==> src/rtl/rr_arbiter8_pkg.sv <==
// Shared definitions for the 8-way round-robin arbiter slice.
//   N_REQ / IDX_W : requester count and binary index width
//   arbState_t    : arbiter FSM encoding (IDLE / GRANT)
//   encoder83     : one-hot to 3-bit binary index encoder
package rr_arbiter8_pkg;

    localparam int N_REQ = 8;
    localparam int IDX_W = 3;

    typedef enum logic {
        ST_IDLE  = 1'b0,
        ST_GRANT = 1'b1
    } arbState_t;

    // OR-reduction encoder: correct for any one-hot (or zero) input, no priority chain.
    function automatic logic [IDX_W-1:0] encoder83(input logic [N_REQ-1:0] oneHot);
        logic [IDX_W-1:0] enc;
        enc = '0;
        for (int i = 0; i < N_REQ; i++) begin
            if (oneHot[i]) begin
                enc = enc | IDX_W'(i);
            end
        end
        return enc;
    endfunction

endpackage

==> src/rtl/rr_arbiter8_if.sv <==
// Request/grant bundle between the requesters and rr_arbiter8.
//   iReq     : level request, bit k = requester k
//   oGnt     : registered one-hot grant
//   oIdx     : binary index of the granted requester
//   oValid   : a grant is currently held
//   oTimeout : one-cycle pulse when the previous owner was cut off by the hold limit
// master = requester side, slave = arbiter side.
interface rr_arbiter8_if;
    import rr_arbiter8_pkg::*;

    logic [N_REQ-1:0] iReq;
    logic [N_REQ-1:0] oGnt;
    logic [IDX_W-1:0] oIdx;
    logic             oValid;
    logic             oTimeout;

    modport master (output iReq, input  oGnt, oIdx, oValid, oTimeout);
    modport slave  (input  iReq, output oGnt, oIdx, oValid, oTimeout);

endinterface

==> src/rtl/rr_arbiter8_pick.sv <==
// rr_pick8: combinational round-robin pick.
//   req     : request vector
//   ptr     : index that currently has highest priority
//   nextGnt : one-hot winner (first set bit scanning ptr, ptr+1, ... mod 8)
//   anyReq  : at least one request is set
module rr_pick8
    import rr_arbiter8_pkg::*;
(
    input  logic [N_REQ-1:0] req,
    input  logic [IDX_W-1:0] ptr,
    output logic [N_REQ-1:0] nextGnt,
    output logic             anyReq
);

    logic [2*N_REQ-1:0] rotDbl;
    logic [2*N_REQ-1:0] backDbl;
    logic [N_REQ-1:0]   rotReq;
    logic [N_REQ-1:0]   lowest;

    // Rotate right by ptr so that requester ptr lands in bit 0.
    assign rotDbl  = {req, req} >> ptr;
    assign rotReq  = rotDbl[N_REQ-1:0];
    // Isolate the lowest set bit (two's complement trick).
    assign lowest  = rotReq & N_REQ'(~rotReq + N_REQ'(1));
    // Rotate left by ptr; the upper half of the doubled word holds the wrapped result.
    assign backDbl = {lowest, lowest} << ptr;
    assign nextGnt = backDbl[2*N_REQ-1:N_REQ];
    assign anyReq  = |req;

endmodule

==> src/rtl/rr_arbiter8.sv <==
// rr_arbiter8: round-robin arbiter sharing one resource among 8 requesters,
// with a bounded hold time so no owner can starve the others.
//   clk   : system clock, rising edge
//   rst_n : synchronous active-low reset
//   bus   : rr_arbiter8_if.slave (iReq in; oGnt, oIdx, oValid, oTimeout out)
// HOLD_MAX : max consecutive cycles one owner may hold the grant, 0 = unlimited (0..255).
module rr_arbiter8
    import rr_arbiter8_pkg::*;
#(
    parameter int HOLD_MAX = 16
) (
    input  logic          clk,
    input  logic          rst_n,
    rr_arbiter8_if.slave  bus
);

    localparam bit         LIMITED  = (HOLD_MAX != 0);
    localparam logic [7:0] CNT_LAST = 8'(LIMITED ? HOLD_MAX - 1 : 0);

    arbState_t        state;
    logic [IDX_W-1:0] ptr;
    logic [7:0]       cnt;
    logic [N_REQ-1:0] gnt;
    logic [IDX_W-1:0] idx;
    logic             valid;
    logic             timeout;

    logic [N_REQ-1:0] nextGnt;
    logic             anyReq;
    logic [IDX_W-1:0] nextIdx;
    logic             releaseNow;
    logic             expireNow;
    logic             endNow;

    rr_pick8 uPick (
        .req     (bus.iReq),
        .ptr     (ptr),
        .nextGnt (nextGnt),
        .anyReq  (anyReq)
    );

    assign nextIdx = encoder83(nextGnt);

    // Only the owner's own request bit is watched while granted.
    assign releaseNow = (state == ST_GRANT) && !bus.iReq[idx];
    assign expireNow  = (state == ST_GRANT) && LIMITED && (cnt == CNT_LAST);
    assign endNow     = releaseNow || expireNow;

    always_ff @(posedge clk) begin
        if (!rst_n) begin
            state   <= ST_IDLE;
            ptr     <= '0;
            cnt     <= '0;
            gnt     <= '0;
            idx     <= '0;
            valid   <= 1'b0;
            timeout <= 1'b0;
        end else begin
            // A simultaneous release wins over expiry, so no timeout is flagged then.
            timeout <= expireNow && !releaseNow;
            if ((state == ST_IDLE) || endNow) begin
                if (anyReq) begin
                    state <= ST_GRANT;
                    gnt   <= nextGnt;
                    idx   <= nextIdx;
                    valid <= 1'b1;
                    ptr   <= nextIdx + IDX_W'(1);   // served owner drops to lowest priority
                    cnt   <= '0;
                end else begin
                    state <= ST_IDLE;
                    gnt   <= '0;
                    idx   <= '0;
                    valid <= 1'b0;
                end
            end else begin
                cnt <= cnt + 8'd1;
            end
        end
    end

    assign bus.oGnt     = gnt;
    assign bus.oIdx     = idx;
    assign bus.oValid   = valid;
    assign bus.oTimeout = timeout;

endmodule

==> src/flat_wrapper.sv <==
// flat-port wrapper written by rule: the top's interface ports become plain ports
module rr_arbiter8_flat import rr_arbiter8_pkg::*;
#(
    parameter int HOLD_MAX = 16
)
  (clk, rst_n, bus_iReq, bus_oGnt, bus_oIdx, bus_oValid, bus_oTimeout);
  rr_arbiter8_if bus_i ();
  input  logic clk;
  input  logic rst_n;
  input wire logic [$bits(bus_i.iReq)-1:0] bus_iReq;
  output wire logic [$bits(bus_i.oGnt)-1:0] bus_oGnt;
  output wire logic [$bits(bus_i.oIdx)-1:0] bus_oIdx;
  output wire logic [$bits(bus_i.oValid)-1:0] bus_oValid;
  output wire logic [$bits(bus_i.oTimeout)-1:0] bus_oTimeout;
  assign bus_i.iReq = bus_iReq;
  assign bus_oGnt = bus_i.oGnt;
  assign bus_oIdx = bus_i.oIdx;
  assign bus_oValid = bus_i.oValid;
  assign bus_oTimeout = bus_i.oTimeout;
  rr_arbiter8 #(.HOLD_MAX(HOLD_MAX)) u_core (.clk(clk), .rst_n(rst_n), .bus(bus_i));
endmodule
==> config.mk <==
export PLATFORM = sky130hd
export DESIGN_NAME = rr_arbiter8_flat
export DESIGN_NICKNAME = d
export VERILOG_FILES = /design/src/rtl/rr_arbiter8_pkg.sv /design/src/rtl/rr_arbiter8_if.sv /design/src/rtl/rr_arbiter8_pick.sv /design/src/rtl/rr_arbiter8.sv /design/src/flat_wrapper.sv
export SDC_FILE = /design/constraint.sdc
export NUM_CORES = 1
export LEC_CHECK = 0
export CAP_MARGIN = 20
export CORE_UTILIZATION = 50
export CTS_BUF_LIST = sky130_fd_sc_hd__clkbuf_4
export DETAILED_ROUTE_END_ITERATION = 6
export PLACE_DENSITY = 0.81
export SYNTH_ARGS = -nofsm -noshare
export SYNTH_HDL_FRONTEND = slang
export SYNTH_SLANG_ARGS = --single-unit
==> constraint.sdc <==
create_clock -name clk -period 9.4 [get_ports clk]
set_clock_uncertainty 0.15 [all_clocks]
set_input_delay 2.82 -clock clk [delete_from_list [all_inputs] [get_ports clk]]
set_output_delay 2.82 -clock clk [all_outputs]
set_load 0.02 [all_outputs]
==> Yosys cells after proc, flatten, opt, wreduce, memory -nomap -nowiden <==
Cells that the tools add are included.
{ "classes": {"n_addsub": 3, "order_cmp": 1, "eq_ne": 2, "shift": 2, "n_mux": 14, "n_bitwise": 3, "reduce_logical": 9} }
{ "op_table": {"columns": ["operator", "count"], "rows": [
  ["two-way mux 8 bit", 3],
  ["adder 8 x 1 -> 8 bit (second input constant)", 2],
  ["<< shifter 16 x 3 -> 16 bit", 1],
  ["right shift 16 x 3 -> 8 bit", 1],
  ["two-way mux 3 bit", 5],
  ["bitwise AND 8 bit", 1],
  ["== test 8 x 4 -> 1 bit (second input constant)", 1],
  ["NOT 8 bit", 1],
  ["OR reduction 8 bit", 1],
  ["less-than comparator 3 x 4 -> 1 bit (second input constant)", 1],
  ["two-way mux 2 bit", 2],
  ["adder 3 x 1 -> 3 bit (second input constant)", 1],
  ["binary-select mux 1 bit (select 3 bit)", 1],
  ["logical AND 1 bit", 3],
  ["two-way mux 1 bit", 3],
  ["logical NOT 1 bit", 2],
  ["logical OR 1 bit", 2],
  ["!= test 2 x 1 -> 1 bit (second input constant)", 1],
  ["AND reduction 2 bit", 1],
  ["NOT 1 bit", 1]
]} }
{ "word_totals": {"ff_bits": 24, "out_inout_bits": 13} }

==> Longest topological paths before layout <==
{ "depth": {"depth_word": 13, "mapped_depth": 14} }

==> Modules after synthesis <==
From an unflattened synthesis, not the netlist that was laid out.
{ "unflattened": {"hier_cells": 251, "hier_area_um2": 2074.5} }
{ "modules_own_cells": {"columns": ["module", "instances", "cells_per_inst", "area_each_um2", "seq_area_each_um2"], "rows": [
  ["rr_arbiter8", 1, 141, 1256.2, 480.5],
  ["rr_pick8", 1, 110, 818.3, 0.0]
]} }

==> Worst setup path after synthesis <==
OpenSTA, ideal clock, no wires.
{ "synth_timing": {"path_type": "input port to flip-flop", "startpoint": "in bus_iReq[0]", "endpoint": "reg u_core.ptr[2]", "setup_time_ps": 63, "arrival_ps": 5429, "path_slack_ps": 3758, "path_stages": 12, "path_cell_list": "clkbuf_1 -> mux4_2 -> mux2_4 -> or3_1 -> a2111oi_2 -> nor2_1 -> o21ai_0 -> or3_1 -> ha_1 -> nand3_1 -> or4_1 -> nand3_1"} }
{ "synth_between": {"elab_chain_cells": 13} }
{ "synth_rtl": {"columns": ["item", "line", "rtl"], "rows": [
  ["from (decl)", "flat_wrapper.sv:10", "input wire logic [$bits(bus_i.iReq)-1:0] bus_iReq;"],
  ["right shift 16 x 3 -> 8 bit", "rr_arbiter8_pick.sv:21", "assign rotDbl = {req, req} >> ptr;"],
  ["NOT 8 bit", "rr_arbiter8_pick.sv:24", "assign lowest = rotReq & N_REQ'(~rotReq + N_REQ'(1));"],
  ["adder 8 x 1 -> 8 bit", "rr_arbiter8_pick.sv:24", null],
  ["bitwise AND 8 bit", "rr_arbiter8_pick.sv:24", null],
  ["<< shifter 16 x 3 -> 16 bit", "rr_arbiter8_pick.sv:26", "assign backDbl = {lowest, lowest} << ptr;"],
  ["two-way mux 1 bit", "rr_arbiter8_pkg.sv:20", "if (oneHot[i]) begin"],
  ["two-way mux 2 bit (2 in a row)", "rr_arbiter8_pkg.sv:20", null],
  ["two-way mux 3 bit (4 in a row)", "rr_arbiter8_pkg.sv:20", null],
  ["adder 3 x 1 -> 3 bit", "rr_arbiter8.sv:67", "ptr <= nextIdx + IDX_W'(1);"],
  ["to (signal assigned)", "rr_arbiter8.sv:67", null],
  ["to (decl)", "rr_arbiter8.sv:21", "logic [IDX_W-1:0] ptr;"]
]} }
Parallel ways exist; a longest one is shown, timed or not. The select of a mux whose other input is x is not followed.
A chain may end at the register's enable or synchronous reset.

==> Final worst setup path <==
{ "layout_timing": {"startpoint": "in bus_iReq[4]", "endpoint": "reg u_core.ptr[2]"} }
Same word-level chain as after synthesis.

==> results.py <==
metrics = {
    "sta": {
        "worstMarginPinSlew_ns": 0.8838,
        "hold_viol": 0,
        "final-max-slew-violation-count": 0,
        "fin_setup_tns_ns": 0,
        "min_period_ns": 6.119,
        "slew_headroom_pct": 41.00,
        "period_share_pct": 65.10,
        "setup_viol": 0,
        "rsz0062_at_grt": "no",
        "fmax_ghz": 0.1634,
    },
    "placed_design": {
        "hpwl_um": 3789,
        "place_congestion": 0.9111,
        "port_buffers": 22,
    },
    "synth": {
        "synthXorXnorAreaFrac_pct": 1.601,
        "synth_fa_ha_area_share_pct": 1.144,
        "seq_area_frac_synth_pct": 21.96,
        "yosys_most_used_dff": "dfxtp_1",
        "synth-compound-area-share_pct": 19.38,
        "synthSimpleGateAreaFrac_pct": 24.19,
        "ys_top_cells_by_area": "dfxtp_1 (22%), mux2i_1 (8.2%), mux4_2 (8.2%)",
        "muxShareOfSynthArea_pct": 26.19,
        "synth_seq_cells": 24,
        "synth_top_area_cell": "dfxtp_1",
        "synth_top_family_by_area": "multiplexers",
        "async_reset_ff_share_pct": 0,
        "synth_cells": 258,
        "avgSynthCellArea_um2": 8.482,
        "synth_nets": 270,
        "netlist_area_um2": 2188,
        "yosysTopAreaCellShare_pct": 21.96,
        "synth_edf_count": 0,
        "synth_cell_type_count": 58,
        "ys_warn_count": 0,
    },
    "run_status": {
        "status": "complete, no violations",
    },
    "clock_tree": {
        "post-cts-setup-buffers": 0,
        "htree_levels": 1,
        "cts_hold_buf": 0,
        "clockBufferDepth": 2,
        "tritoncts": "yes",
        "clock_latency_ns": 0.31,
        "post_cts_resized": 0,
        "root_buffer": "clkbuf_4",
        "numCtsBuffers": 3,
        "cts_sinks": 24,
        "cts.clk_slew.worst_paths_ns": 0.12,
    },
    "critical_path": {
        "cp_num_buf_inv": 1,
        "worstPathArrival_ns": 6.23,
        "worstSetupStartpointType": "input pin",
        "crit_required_ns": 9.51,
        "cp_cell_sequence": "clkdlybuf4s50_1, mux4_2, mux2_4, or3_1, a2111oi_2, nor2_1, o21ai_0, or3_1, ha_1, nand3_1, or4_1, nand3_1",
        "slowest_stage": "clkdlybuf4s50_1",
        "critPathMaxFanout": 12,
        "endpoint_kind": "flip-flop",
        "critPathTopFamily": "simple AND/OR/NAND/NOR gates",
        "cpPeakStageDelay_ns": 0.60,
        "critPathKind": "in -> reg",
    },
    "power_and_ir_drop": {
        "pwr-share-seq_pct": 23.0,
        "leakagePower_nw": 0.8636,
        "p_total_w": 0.0005988,
        "internal_power_w": 0.0003125,
        "power.share.clock_pct": 7.5,
        "ir_drop_v": 0.0001818,
        "switchingPower_w": 0.0002862,
        "p_per_area_nw_per_um2": 248.5,
        "p_comb_share_pct": 69.5,
        "swShare_pct": 47.80,
    },
    "cells_and_area": {
        "final_util_pct": 58.97,
        "drive_gt1_share_pct": 9.848,
        "diodes": 0,
        "area_delta_synth_final_pct": 10.12,
        "nFillCells": 353,
        "regArea_um2": 480.5,
        "multiInputGateArea_um2": 1587,
        "layout.nets": 278,
    },
    "detailed_routing": {
        "wire_per_inst_um": 17.01,
        "routed_wirelength_um": 5342,
        "drtIter0Drc": 148,
        "drc": 0,
        "ant_nets": 0,
        "via_count": 2074,
        "drt_pass1_iterations": 5,
        "avgViaCountPerCell": 6.605,
    },
    "run": {
        "maxCapViolations": 0,
    },
    "floorplanning": {
        "die_area_um2": 4645,
        "design.core.area_um2": 4086,
        "initial_core_util_pct": 53.55,
        "io_pins": 23,
        "row_count": 23,
        "die_y_um": 68.16,
        "die-width_um": 68.16,
    },
    "global_routing": {
        "antenna_found_initial": 0,
        "grt_pass1_wl_um": 8611,
        "grt_pass1_vias": 1817,
        "grt_use_total_pct": 24.28,
        "grt.overflow.total": 0,
        "grt_max_degree": 43,
    },
    "worst_hold_path": {
        "min_path_type": "reg -> reg",
    },
}
==> cell families after synthesis <==
logic type / Yosys count
compound gates: 59
mux: 39
buf+inv: 27
xor+xnor: 4
simple gates: 103
fa+ha+maj: 2
flops: 24
==> synth_stat cells, types with 4 or more instances <==
cell type / instances
nand2_1: 29
dfxtp_1: 24
nor2_1: 21
mux2i_1: 18
clkbuf_1: 14
a21oi_1: 11
o21ai_0: 10
mux4_2: 8
nand3_1: 8
mux2_2: 6
nor3b_1: 6
and2_1: 5
nand2b_1: 5
nor2b_1: 5
nor3_1: 5
a21boi_0: 4
a31oi_1: 4
and3_1: 4
inv_1: 4
nand4_1: 4
or4_1: 4
==> worst min-delay path, stage by stage, from the launching register on <==
cell,delay (ns)
dfxtp_1,0.33
nand2_1,0.05
a21boi_0,0.06
==> layout by cell type (no fill, tap or decap), types with 3 or more instances in the layout <==
cell             instances
and3_1                   4
nand4_1                  4
mux4_2                   8
clkbuf_4                 3
nand2_1                 29
or4_1                    4
mux2i_1                 18
and2_1                   5
mux2_2                   6
nor3b_1                  6
inv_1                    4
o31ai_1                  3
nor3_1                   5
mux4_1                   3
o211a_1                  3
a31oi_1                  4
clkdlybuf4s50_1         22
o21ai_0                 10
a21oi_1                 11
nand2b_1                 5
o22ai_1                  3
nor2_1                  21
nand3_1                  8
a21boi_0                 4
dfxtp_1                 24
nor2b_1                  5
xor2_1                   3
==> per-layer routing <==
| metal | global-route usage [%] | share of wire, % | up-vias |
|---|---|---|---|
| met5 | 0 | 0 | - |
| met3 | 3.000 | 6.7 | 6 |
| met4 | 5.208 | 0.79 | 0 |
| li1 | - | - | 995 |
| met2 | 39.34 | 46 | 96 |
| met1 | 34.18 | 46 | 977 |
==> power by group through the flow <==
| stage | Combinational, W | Sequential (W) | Clock [W] |
|---|---|---|---|
| final | 0.000416 | 0.000138 | 0.0000449 |
| after global routing | 0.000450 | 0.000141 | 0.0000499 |
| after CTS | 0.000408 | 0.000138 | 0.0000463 |
| after detailed placement | 0.000405 | 0.000140 | 0 |
| after global placement | 0.000401 | 0.000140 | 0 |
| after floorplan | 0.000309 | 0.000149 | 0 |
==> final cells by class <==
class | count | share of cell area, %
multi-input cells | 207 | 65.84
flip-flops and latches | 24 | 19.94
repair buffers | 24 | 9.761
well taps | 50 | 2.596
clock buffers | 3 | 0.9346
inverters | 6 | 0.9346
==> metrics by stage <==
step | area [µm²] | worst slack [ns] | hold WS, ns | cells
2_1_floorplan | 2188 | 3.758 | 0.3427 | 258
3_3_place_gp | 2387 | 3.051 | 0.3040 | 311
3_5_place_dp | 2387 | 3.009 | 0.3181 | 311
5_1_grt | 2410 | 3.095 | 0.3738 | 314
4_1_cts | 2410 | 3.337 | 0.3360 | 314
6_report | 2410 | 3.281 | 0.3289 | 314
==> final timing paths <==
path | cells past startpoint | slack (ns) | startpoint | endpoint
max | 12 | 3.28 | bus_iReq[4] | u_core.ptr[2]$_SDFFE_PN0P_
min | 2 | 0.33 | u_core.bus.oGnt[7]$_SDFFE_PN0N_ | u_core.bus.oGnt[7]$_SDFFE_PN0N_
max reg2reg | 11 | 5.03 | u_core.ptr[2]$_SDFFE_PN0P_ | u_core.ptr[2]$_SDFFE_PN0P_
min reg2reg | 2 | 0.33 | u_core.bus.oGnt[7]$_SDFFE_PN0N_ | u_core.bus.oGnt[7]$_SDFFE_PN0N_
==> registers in the layout, indices dropped and copies added (netlist names) <==
signal / count
u_core.bus.oTimeout: 1
u_core.cnt: 8
u_core.ptr: 3
u_core.bus.oGnt: 8
u_core.bus.oValid: 1
u_core.bus.oIdx: 3
No activity file was read; power rests on OpenSTA's default activity.
